### src/rtl/hs_spi_reg_bridge_m.sv
`default_nettype none
// ============================================================================
// Module  : hs_spi_reg_bridge_m
// Brief   : Turns one register read/write request into a command word plus a
//           data word on the SPI master's load/empty/busy interface.
// Revision: 1.0 - initial release
// ============================================================================
module hs_spi_reg_bridge_m #(
    parameter int DW      = 32,
    parameter int AW      = 16,
    parameter int GAP_CYC = 4,
    parameter int TO_CYC  = 256
) (
    input  logic          clk,
    input  logic          rst,
    input  logic          i_req_valid,
    output logic          o_req_ready,
    input  logic          i_req_we,
    input  logic [AW-1:0] i_req_addr,
    input  logic [DW-1:0] i_req_wdata,
    output logic          o_rsp_valid,
    output logic [DW-1:0] o_rsp_rdata,
    output logic          o_rsp_err,
    output logic          o_spi_load,
    input  logic          i_spi_empty,
    input  logic          i_spi_busy,
    output logic [DW-1:0] o_spi_wdata,
    input  logic [DW-1:0] i_spi_rdata
);

    localparam int CNT_MAX = (TO_CYC > GAP_CYC) ? TO_CYC : GAP_CYC;
    localparam int CW      = $clog2(CNT_MAX + 1);

    typedef enum logic [2:0] {
        S_IDLE   = 3'd0,
        S_CMD_LD = 3'd1,
        S_CMD_WT = 3'd2,
        S_GAP    = 3'd3,
        S_DAT_LD = 3'd4,
        S_DAT_WT = 3'd5,
        S_RSP    = 3'd6
    } state_t;

    state_t        r_state;
    state_t        w_state_nxt;
    logic [CW-1:0] r_cnt;
    logic          r_seen_busy;
    logic          r_req_ready;
    logic          r_we;
    logic [DW-1:0] r_wdata;
    logic [DW-1:0] r_spi_wdata;
    logic [DW-1:0] r_rsp_rdata;
    logic          r_rsp_err;
    logic [DW-1:0] w_cmd;
    logic          w_accept;
    logic          w_load;
    logic          w_done;
    logic          w_timeout;
    logic          w_to_limit;
    logic          w_gap_end;
    logic          w_cnt_clr;

    always_comb begin
        w_cmd                 = '0;
        w_cmd[DW-1]           = i_req_we;
        w_cmd[DW-2 -: AW]     = i_req_addr;
    end

    assign w_accept   = (r_state == S_IDLE) && r_req_ready && i_req_valid;
    assign w_to_limit = (r_cnt >= CW'(TO_CYC - 1));
    assign w_gap_end  = (r_cnt >= CW'(GAP_CYC - 1));
    assign w_cnt_clr  = (w_state_nxt != r_state) &&
                        (w_state_nxt inside {S_CMD_LD, S_GAP, S_DAT_LD});

    always_ff @(posedge clk) begin
        if (rst) begin
            r_state <= S_IDLE;
        end else begin
            r_state <= w_state_nxt;
        end
    end

    always_comb begin
        w_state_nxt = r_state;
        w_load      = 1'b0;
        w_done      = 1'b0;
        w_timeout   = 1'b0;
        case (r_state)
            S_IDLE: begin
                if (w_accept) begin
                    w_state_nxt = S_CMD_LD;
                end
            end
            S_CMD_LD, S_DAT_LD: begin
                // A load wins over an expiring timer: the word is then in the master's hands.
                if (i_spi_empty) begin
                    w_load      = 1'b1;
                    w_state_nxt = (r_state == S_CMD_LD) ? S_CMD_WT : S_DAT_WT;
                end else if (w_to_limit) begin
                    w_timeout   = 1'b1;
                    w_state_nxt = S_RSP;
                end
            end
            S_CMD_WT, S_DAT_WT: begin
                if (r_seen_busy && !i_spi_busy) begin
                    w_done      = 1'b1;
                    w_state_nxt = (r_state == S_CMD_WT) ? S_GAP : S_RSP;
                end else if (w_to_limit) begin
                    w_timeout   = 1'b1;
                    w_state_nxt = S_RSP;
                end
            end
            S_GAP: begin
                if (w_gap_end) begin
                    w_state_nxt = S_DAT_LD;
                end
            end
            S_RSP: begin
                w_state_nxt = S_IDLE;
            end
            default: begin
                w_state_nxt = S_IDLE;
            end
        endcase
    end

    always_ff @(posedge clk) begin
        if (rst) begin
            r_cnt       <= '0;
            r_seen_busy <= 1'b0;
            r_req_ready <= 1'b0;
            r_we        <= 1'b0;
            r_wdata     <= '0;
            r_spi_wdata <= '0;
            r_rsp_rdata <= '0;
            r_rsp_err   <= 1'b0;
        end else begin
            r_req_ready <= (w_state_nxt == S_IDLE);

            // One counter serves both the per-word timeout and the inter-word gap.
            if (w_cnt_clr) begin
                r_cnt <= '0;
            end else if (r_state != S_IDLE) begin
                r_cnt <= r_cnt + CW'(1);
            end

            if (w_load) begin
                r_seen_busy <= 1'b0;
            end else if ((r_state == S_CMD_WT || r_state == S_DAT_WT) && i_spi_busy) begin
                r_seen_busy <= 1'b1;
            end

            if (w_accept) begin
                r_we        <= i_req_we;
                r_wdata     <= i_req_wdata;
                r_spi_wdata <= w_cmd;
            end else if (r_state == S_GAP && w_state_nxt == S_DAT_LD) begin
                r_spi_wdata <= r_we ? r_wdata : '0;
            end

            if (w_timeout) begin
                r_rsp_rdata <= '0;
                r_rsp_err   <= 1'b1;
            end else if (w_done && r_state == S_DAT_WT) begin
                r_rsp_rdata <= r_we ? '0 : i_spi_rdata;
                r_rsp_err   <= 1'b0;
            end
        end
    end

    assign o_req_ready = r_req_ready;
    assign o_rsp_valid = (r_state == S_RSP);
    assign o_rsp_rdata = r_rsp_rdata;
    assign o_rsp_err   = r_rsp_err;
    assign o_spi_load  = w_load;
    assign o_spi_wdata = r_spi_wdata;

endmodule
`default_nettype wire
### config.mk
export PLATFORM = sky130hd
export DESIGN_NAME = hs_spi_reg_bridge_m
export DESIGN_NICKNAME = d
export VERILOG_FILES = /design/src/rtl/hs_spi_reg_bridge_m.sv
export SDC_FILE = /design/constraint.sdc
export NUM_CORES = 1
export LEC_CHECK = 0
export ABC_CLOCK_PERIOD_IN_PS = 2200
export BUFFER_PORTS_ARGS = -buffer_cell sky130_fd_sc_hd__buf_4
export CORE_ASPECT_RATIO = 1.5
export CORE_MARGIN = 10
export CORE_UTILIZATION = 40
export DETAILED_ROUTE_END_ITERATION = 7
export MAX_ROUTING_LAYER = met4
export PLACE_DENSITY_LB_ADDON = 0.25
export SLEW_MARGIN = 15
export SYNTH_ARGS = -nofsm -noshare
export SYNTH_HDL_FRONTEND = slang
export SYNTH_SLANG_ARGS = --single-unit
### constraint.sdc
create_clock -name clk -period 2.2 [get_ports clk]
set_input_delay 0.44 -clock clk [delete_from_list [all_inputs] [get_ports clk]]
set_output_delay 0.44 -clock clk [all_outputs]
set_load 0.005 [all_outputs]
* After elaboration in Yosys (flattened, before gate mapping)
Index checks and enable logic that the tools add are counted.
** Operators by class
- Add/subtract/negate cells :: 1
- Order comparisons :: 2
- Eq/ne operators :: 10
- Multiplexer cells :: 22
- Reductions and logical operators :: 21
** Operator list (number)
- $mux 32 :: 4
- $mux 3 :: 7
- $eq 3x3->1 const B :: 4
- $pmux 3 s4 :: 1
- $reduce_or 2->1 :: 6
- $add 9x1->9 const B :: 1
- $eq 3x2->1 const B :: 3
- $ge 9x2->1 const B :: 1
- $ge 9x8->1 const B :: 1
- $mux 1 :: 9
- $logic_and 1x1->1 :: 7
- $eq 3x1->1 const B :: 2
- $logic_not 3->1 :: 2
- $reduce_bool 3->1 :: 2
- $reduce_bool 2->1 :: 2
- $ne 3x3->1 :: 1
- $pmux 1 s2 :: 1
- $logic_not 1->1 :: 1
- $logic_or 1x1->1 :: 1
** Storage, ports and cells
- Register bits after elaboration :: 112
- Bits of input ports :: 86
- Output and inout bits :: 68
- Word-level logic and storage cells :: 66

* Depth between registers and ports, before layout
Gate-level depths: netlist of the first run.
- Depth in word-level cells :: 9
- Depth in mapped cells :: 8
- Mapped depth without buffers :: 7

* Worst setup path after synthesis of the first run
Ideal clock, no wire load.
- Kind :: register to register
- From :: register r_cnt[0]
- To :: register r_req_ready, in the netlist o_req_ready
- Library setup time :: 0.061 ns
- Data arrival time :: 1.917 ns
- Required time :: 2.139 ns
- Slack :: 0.221 ns
- Cell stages (with the launch flop) :: 8
- Clock period less this slack :: 1.979 ns
- Path through :: dfxtp_1 > ha_1 > and4_1 > ha_1 > or2_2 > a31o_2 > a2111oi_2 > and4b_1
** On the way
- Longest elaborated chain between the ends :: 5
- Elaborated cells on any way between the ends :: 8
- Those cells by class :: order compare: 2; mux: 5; reduce/logical: 1
** Ends and longest elaborated chain
- start: declaration :: RTL line 46 : logic [CW-1:0] r_cnt;
- start signal: assignment :: RTL line 144 : r_cnt <= r_cnt + CW'(1);
- $ge 9x8->1 :: RTL line 70 : assign w_to_limit = (r_cnt >= CW'(TO_CYC - 1));
- $mux 3 :: RTL line 99, 108
- $mux 3, on equally long branches :: RTL line 105, 96
- $pmux 3 s4 * :: RTL line 88 : case (r_state)
- $logic_not 3->1 * :: RTL line 138 : r_req_ready <= (w_state_nxt == S_IDLE);
- end signal: assignment :: RTL line 138
- end: declaration :: RTL line 48 : logic r_req_ready;
Mark *: on every way between the ends. The rest lies on a longest branch, timed or not.
A chain may end at the register's enable or synchronous reset.

* Final worst setup path of the first run
- From :: register r_cnt[6]
- To :: register r_req_ready, in the netlist o_req_ready
The elaborated chain is that of the path after synthesis.

==> results.yml, run 1 <==
logic_synthesis:
  synth_cell_type_count: 48
  syn_area_per_cell_sq_um: 8.42
  syn-cell-area_sq_um: 4720
  ys.flop_type: "dfxtp_1"
  ys_seq_area_frac: 0.475
  synth_cells: 560
  synth_edf_count: 0
  ys_ff_latch: 112
  synth_fp_nets: 648
  ys_warn_count: 0
  async_reset_ff_frac: 0
power:
  p_leak_nw: 2.44
  power_mw: 4.35
  power.density_nw_per_um2: 686
  ir_drop_v: 0.000434
clock_tree:
  clock_path_buffers: 2
  cts-buffers-inserted: 9
  cts.sinks: 112
  cts_max_level: 3
  path_clk_slew_ps: 70
  clock_latency_ps: 350
  post_cts_buffers: 0
  cts_tree: "yes"
  clockRootBuffer: "clkbuf_16"
timing:
  finClkSkew_ps: 7.07
  period_needed_ps: 2110
  report.final.slew_viol_count: 0
  holdWs_ps: 340
  setup_violations: 0
  setup_ws_ps: 87.0
  worstMarginPinSlew_ps: 710
  finalCritPeriodShare: 0.960
  rsz0062_at_grt: "no"
  hold_viol: 0
  timing.fmax_ghz: 0.473
  slew_headroom: 0.526
routing:
  wl_per_cell_microns: 16.5
  ant_nets: 0
  detail_route.vias_per_cell: 5.25
  drt_pre_antenna_iters: 4
  drt_iter0_markers: 217
  vias: 4454
  routed_wl_microns: 14000
  drcViolationCount: 0
layout:
  fin_util: 0.550
  final_common_cell: "buf_4"
  drive_gt1_frac: 0.292
  area_growth_pct: 34.4
  fin_nets: 783
  mostFrequentLayoutCells: "buf_4 (173), nand2_1 (138), dfxtp_1 (111)"
  diodes: 0
  final_cells: 849
critical_path:
  crit_path_start_kind: "flip-flop"
  worst-path-max-fanout: 5
  crit_start: "r_cnt[6]$_SDFFE_PP0P_"
  r2r_start: "r_cnt[6]$_SDFFE_PP0P_"
  crit_end: "o_req_ready$_SDFF_PP0_"
  cp.required_ps: 2490
  worstSetupPathType: "reg -> reg"
  reg2reg_setup_slack_ps: 90
  reg2reg_to: "o_req_ready$_SDFF_PP0_"
  r2r_cells: 7
  end_kind: "flip-flop"
  arrival_ps: 2400
floorplanning:
  ios: 154
  die_w_microns: 109
  start_util: 0.409
  fp.coreArea_sq_um: 11500
  dieArea_sq_um: 16600
  core.rowCount: 48
  die-height_microns: 153
placed_design:
  numPortBuffers: 153
  dp_worst_setup_slack_ps: -8.57
  dpl.cell_count: 834
  hpwl_microns: 10400
  gp_congestion: 0.864
flow_run:
  cap_viol_max_count: 0
grt:
  grt_pass1_vias: 4469
  grt_pass1_wl_microns: 22500
  antenna_found_initial: 0
  grt_max_degree: 50
  track_usage: 0.168
  overflow: 0
hold_path:
  hold_path.startpoint: "i_req_wdata[13]"
  min_path_type: "in -> reg"
outcome:
  status: "completed"
## sequential cells by signal (all words and copies together) (netlist names)
| register | flops |
|---|---|
| o_rsp_rdata | 32 |
| o_spi_wdata | 32 |
| r_wdata | 32 |
| r_cnt | 9 |
| r_state | 3 |
| o_req_ready | 1 |
| o_rsp_err | 1 |
| r_seen_busy | 1 |
| r_we | 1 |
## kinds of logic (layout without fill, tap and decap cells)
kind of cell | after synthesis | in the layout | share of synthesized area
adder cells (fa/ha/maj) | 2 | 2 | 0.00531
buffers and inverters | 54 | 193 | 0.0531
flip-flops | 112 | 112 | 0.475
AO/OA/AOI/OAI | 118 | 118 | 0.170
AND/OR/NAND/NOR | 266 | 266 | 0.281
XOR/XNOR | 8 | 8 | 0.0149
## cell type report
| cell class | instances | area (sq um) |
|---|---|---|
| clock buffer | 10 | 239 |
| timing repair buffer | 175 | 1340 |
| tap | 150 | 188 |
| sequential | 112 | 2240 |
| fill | 1106 | 5190 |
| multi-input combinational | 394 | 2260 |
| inverter | 3 | 11.3 |
| clock inverter | 5 | 56.3 |
## power by group
part	internal (mW)	switching (mW)
clock	0.909	0.729
combinational	0.268	0.272
sequential	2.11	0.0587
## timing repair
item / in CTS / in global routing
endpoints found under the setup margin: 4 / 26
gates resized for setup: 1 / 6
pin swaps: 0 / 1
hold buffers: 0 / 0
## synth_stat cells (2+ instances only)
cell / n / share of area
nand3b_1: 34 / 0.054
dfxtp_1: 112 / 0.48
nand4_1: 3 / 0.0040
and2_1: 3 / 0.0040
o21ai_0: 3 / 0.0032
nand2_1: 138 / 0.11
nor2_1: 28 / 0.022
nand3_1: 33 / 0.035
a211oi_1: 36 / 0.057
a21oi_1: 51 / 0.054
nor4_4: 2 / 0.0090
nor2b_1: 3 / 0.0040
inv_1: 3 / 0.0024
or3_1: 2 / 0.0027
and4_1: 2 / 0.0037
xnor2_1: 2 / 0.0037
ha_1: 2 / 0.0053
and3b_1: 2 / 0.0037
clkbuf_1: 26 / 0.021
and3_1: 3 / 0.0040
nor3b_1: 2 / 0.0032
xor2_1: 6 / 0.011
a311oi_1: 19 / 0.035
buf_4: 6 / 0.0096
buf_1: 4 / 0.0032
buf_2: 13 / 0.014
## per-stage QoR
step                area (sq um)  setup TNS (ps)
floorplan                   4720               0
CTS                         6310               0
detailed placement          6000           -13.2
finish                      6340               0
global route                6340               0
global placement            6000               0
## metal layers
layer | GRT usage | routed length (microns) | vias up
li1 | - | - | 2215
met1 | 0.207 | 6200 | 2086
met2 | 0.262 | 6620 | 139
met3 | 0.0438 | 1030 | 14
met4 | 0.0479 | 157 | 0
met5 | - | 0 | -
## worst min-delay path by stage
stage | to | depth (start not counted)
floorplan | r_wdata[31]$_SDFFE_PP0P_ | 2
global placement | o_spi_wdata[8]$_SDFFE_PP0P_ | 2
detailed placement | r_wdata[30]$_SDFFE_PP0P_ | 2
CTS | r_wdata[5]$_SDFFE_PP0P_ | 3
global route | r_wdata[30]$_SDFFE_PP0P_ | 3
finish | r_wdata[13]$_SDFFE_PP0P_ | 3
## critical path, stage by stage (launching register included)
cell and delay (ps):
dfxtp_1 360, and4_4 230, and4_1 200, ha_1 160, or2_2 310, a31o_2 260
a2111oi_4 290, and4b_1 240
Note: power is estimated with default switching activity, not from simulation.
==> run 2: changes to the inputs <==
- CORE_UTILIZATION: 40 -> 43
==> run 2 against run 1 <==
  * Non-clock buffer count shrank 4
  * Hold slack lost 7.3 ps
  * Cell count shrank 1.1%
  * Clock skew is essentially flat
  * Critical path type unchanged
  * Critical endpoint unchanged
==> results.yml, run 2 (synthesized netlist as in run 1, its figures left out) <==
outcome:
  status: "completed"
grt:
  grt_pass1_wl_microns: 22900
  met2_usage: 0.287
  overflow: 0
  antenna_found_initial: 0
  top_usage_layer: "met2"
  met1_usage: 0.219
  track_usage: 0.180
  grt_pass1_vias: 4454
  grt_max_degree: 69
  met3_usage: 0.0355
clock_tree:
  post_cts_buffers: 0
  cts_max_level: 3
  clock_latency_ps: 350
  cts-buffers-inserted: 9
  cts_tree: "yes"
  postCtsHoldBufs: 0
  clockRootBuffer: "clkbuf_16"
  clock_path_buffers: 2
  cts.sinks: 112
  path_clk_slew_ps: 70
routing:
  ant_nets: 0
  wl_per_cell_microns: 16.9
  drt_iter0_markers: 223
  drcViolationCount: 0
  routed_wl_microns: 14200
  drt_pre_antenna_iters: 4
  vias: 4519
  detail_route.vias_per_cell: 5.38
timing:
  period_needed_ps: 2110
  slew_headroom: 0.621
  finClkSkew_ps: 7.37
  setup_violations: 0
  worstMarginPinSlew_ps: 567
  holdWs_ps: 333
  hold_viol: 0
  report.final.slew_viol_count: 0
  timing.fmax_ghz: 0.475
  finalCritPeriodShare: 0.958
layout:
  final_cell_area_sq_um: 6310
  area_growth_pct: 33.8
  diodes: 0
  drive_gt1_frac: 0.284
  fillers: 965
  final_common_cell: "buf_4"
  fin_nets: 779
  mostFrequentLayoutCells: "buf_4 (167), nand2_1 (138), dfxtp_1 (111)"
critical_path:
  cpPeakStageDelay_ps: 360
  r2r_start: "r_cnt[6]$_SDFFE_PP0P_"
  crit_path_start_kind: "flip-flop"
  worstSetupPathType: "reg -> reg"
  cpMaxStageDelayCell: "dfxtp_1"
  reg2reg_to: "o_req_ready$_SDFF_PP0_"
  arrival_ps: 2400
  crit_start: "r_cnt[6]$_SDFFE_PP0P_"
  reg2reg_setup_slack_ps: 90
  cp.required_ps: 2490
  path_delay_family: "simple AND/OR/NAND/NOR gates"
  end_kind: "flip-flop"
  crit_chain: "and4_4 -> and4_1 -> ha_1 -> or2_2 -> a31o_2 -> a2111oi_4 -> and4b_1"
  worst-path-max-fanout: 5
  critPathBufInv: 0
  r2r_cells: 7
hold_path:
  min_path_type: "in -> reg"
  whs_path_depth: 3
  hold_path.startpoint: "i_req_wdata[6]"
  hold_end: "r_wdata[6]$_SDFFE_PP0P_"
placed_design:
  numPortBuffers: 153
  place_area_sq_um: 5980
  hpwl_microns: 10200
  gp_congestion: 0.882
power:
  power.density_nw_per_um2: 686
  p_switching_mw: 1.07
  ir_drop_v: 0.000414
  pwr-share-comb: 0.122
  p_leak_nw: 2.43
  p_int_mw: 3.26
  power_mw: 4.33
  switching_share: 0.247
  pwr-share-clk: 0.375
  p_seq_frac: 0.503
floorplanning:
  fp.coreArea_sq_um: 10600
  ios: 154
  core.rowCount: 46
  die-height_microns: 148
  start_util: 0.443
  die_w_microns: 106
  dieArea_sq_um: 15600
flow_run:
  cap_viol_max_count: 0
-- run 2: through the flow --
step	instances	setup TNS, ps	worst slack [ps]	util
finish	840	0	93.0	0.593
global route	840	-0.500	-0.500	0.593
CTS	840	0	7.56	0.590
detailed placement	824	-118	-42.1	0.562
global placement	824	0	107	0.562
floorplan	560	0	221	-
-- run 2: worst max-delay path by stage --
stage	endpoint	depth (start not counted)
6_report	o_req_ready$_SDFF_PP0_	7
5_1_grt	o_req_ready$_SDFF_PP0_	7
4_1_cts	o_rsp_rdata[8]$_SDFFE_PP0P_	8
3_5_place_dp	o_rsp_rdata[8]$_SDFFE_PP0P_	8
3_3_place_gp	o_rsp_rdata[24]$_SDFFE_PP0P_	8
2_1_floorplan	o_req_ready$_SDFF_PP0_	7
-- run 2: layout make-up --
cell class | instances | area [sq um] | area share
clock buffer | 11 | 233 | 0.0369
clock inverter | 5 | 56.3 | 0.00892
inverter | 3 | 11.3 | 0.00178
multi-input combinational | 394 | 2260 | 0.358
sequential | 112 | 2240 | 0.356
tap | 144 | 180 | 0.0286
timing repair buffer | 171 | 1330 | 0.210
-- run 2: timing repair --
item,in CTS,in global routing
gates resized for setup,2,5
endpoints found under the setup margin,20,26
pin swaps,0,0
-- run 2: layer usage --
layer | up-vias | share of wire | routed length [microns]
met5 | - | 0 | 0
met3 | 21 | 0.061 | 871
li1 | 2212 | - | -
met1 | 2116 | 0.43 | 6090
met4 | 0 | 0.022 | 306
met2 | 170 | 0.49 | 6910
-- run 2: worst register-to-register path, stage by stage, from the launching register on --
cell	delay [ps]
dfxtp_1	360
and4_4	240
and4_1	200
ha_1	160
or2_2	320
a31o_2	260
a2111oi_4	280
and4b_1	240
-- run 2: power by group through the flow --
stage / sequential, mW / clock, mW / combinational, mW
5_1_grt: 2.19 / 1.73 / 0.577
6_report: 2.18 / 1.62 / 0.529
3_3_place_gp: 2.22 / 0 / 0.513
3_5_place_dp: 2.22 / 0 / 0.521
2_1_floorplan: 2.20 / 0 / 0.279
4_1_cts: 2.18 / 1.66 / 0.526
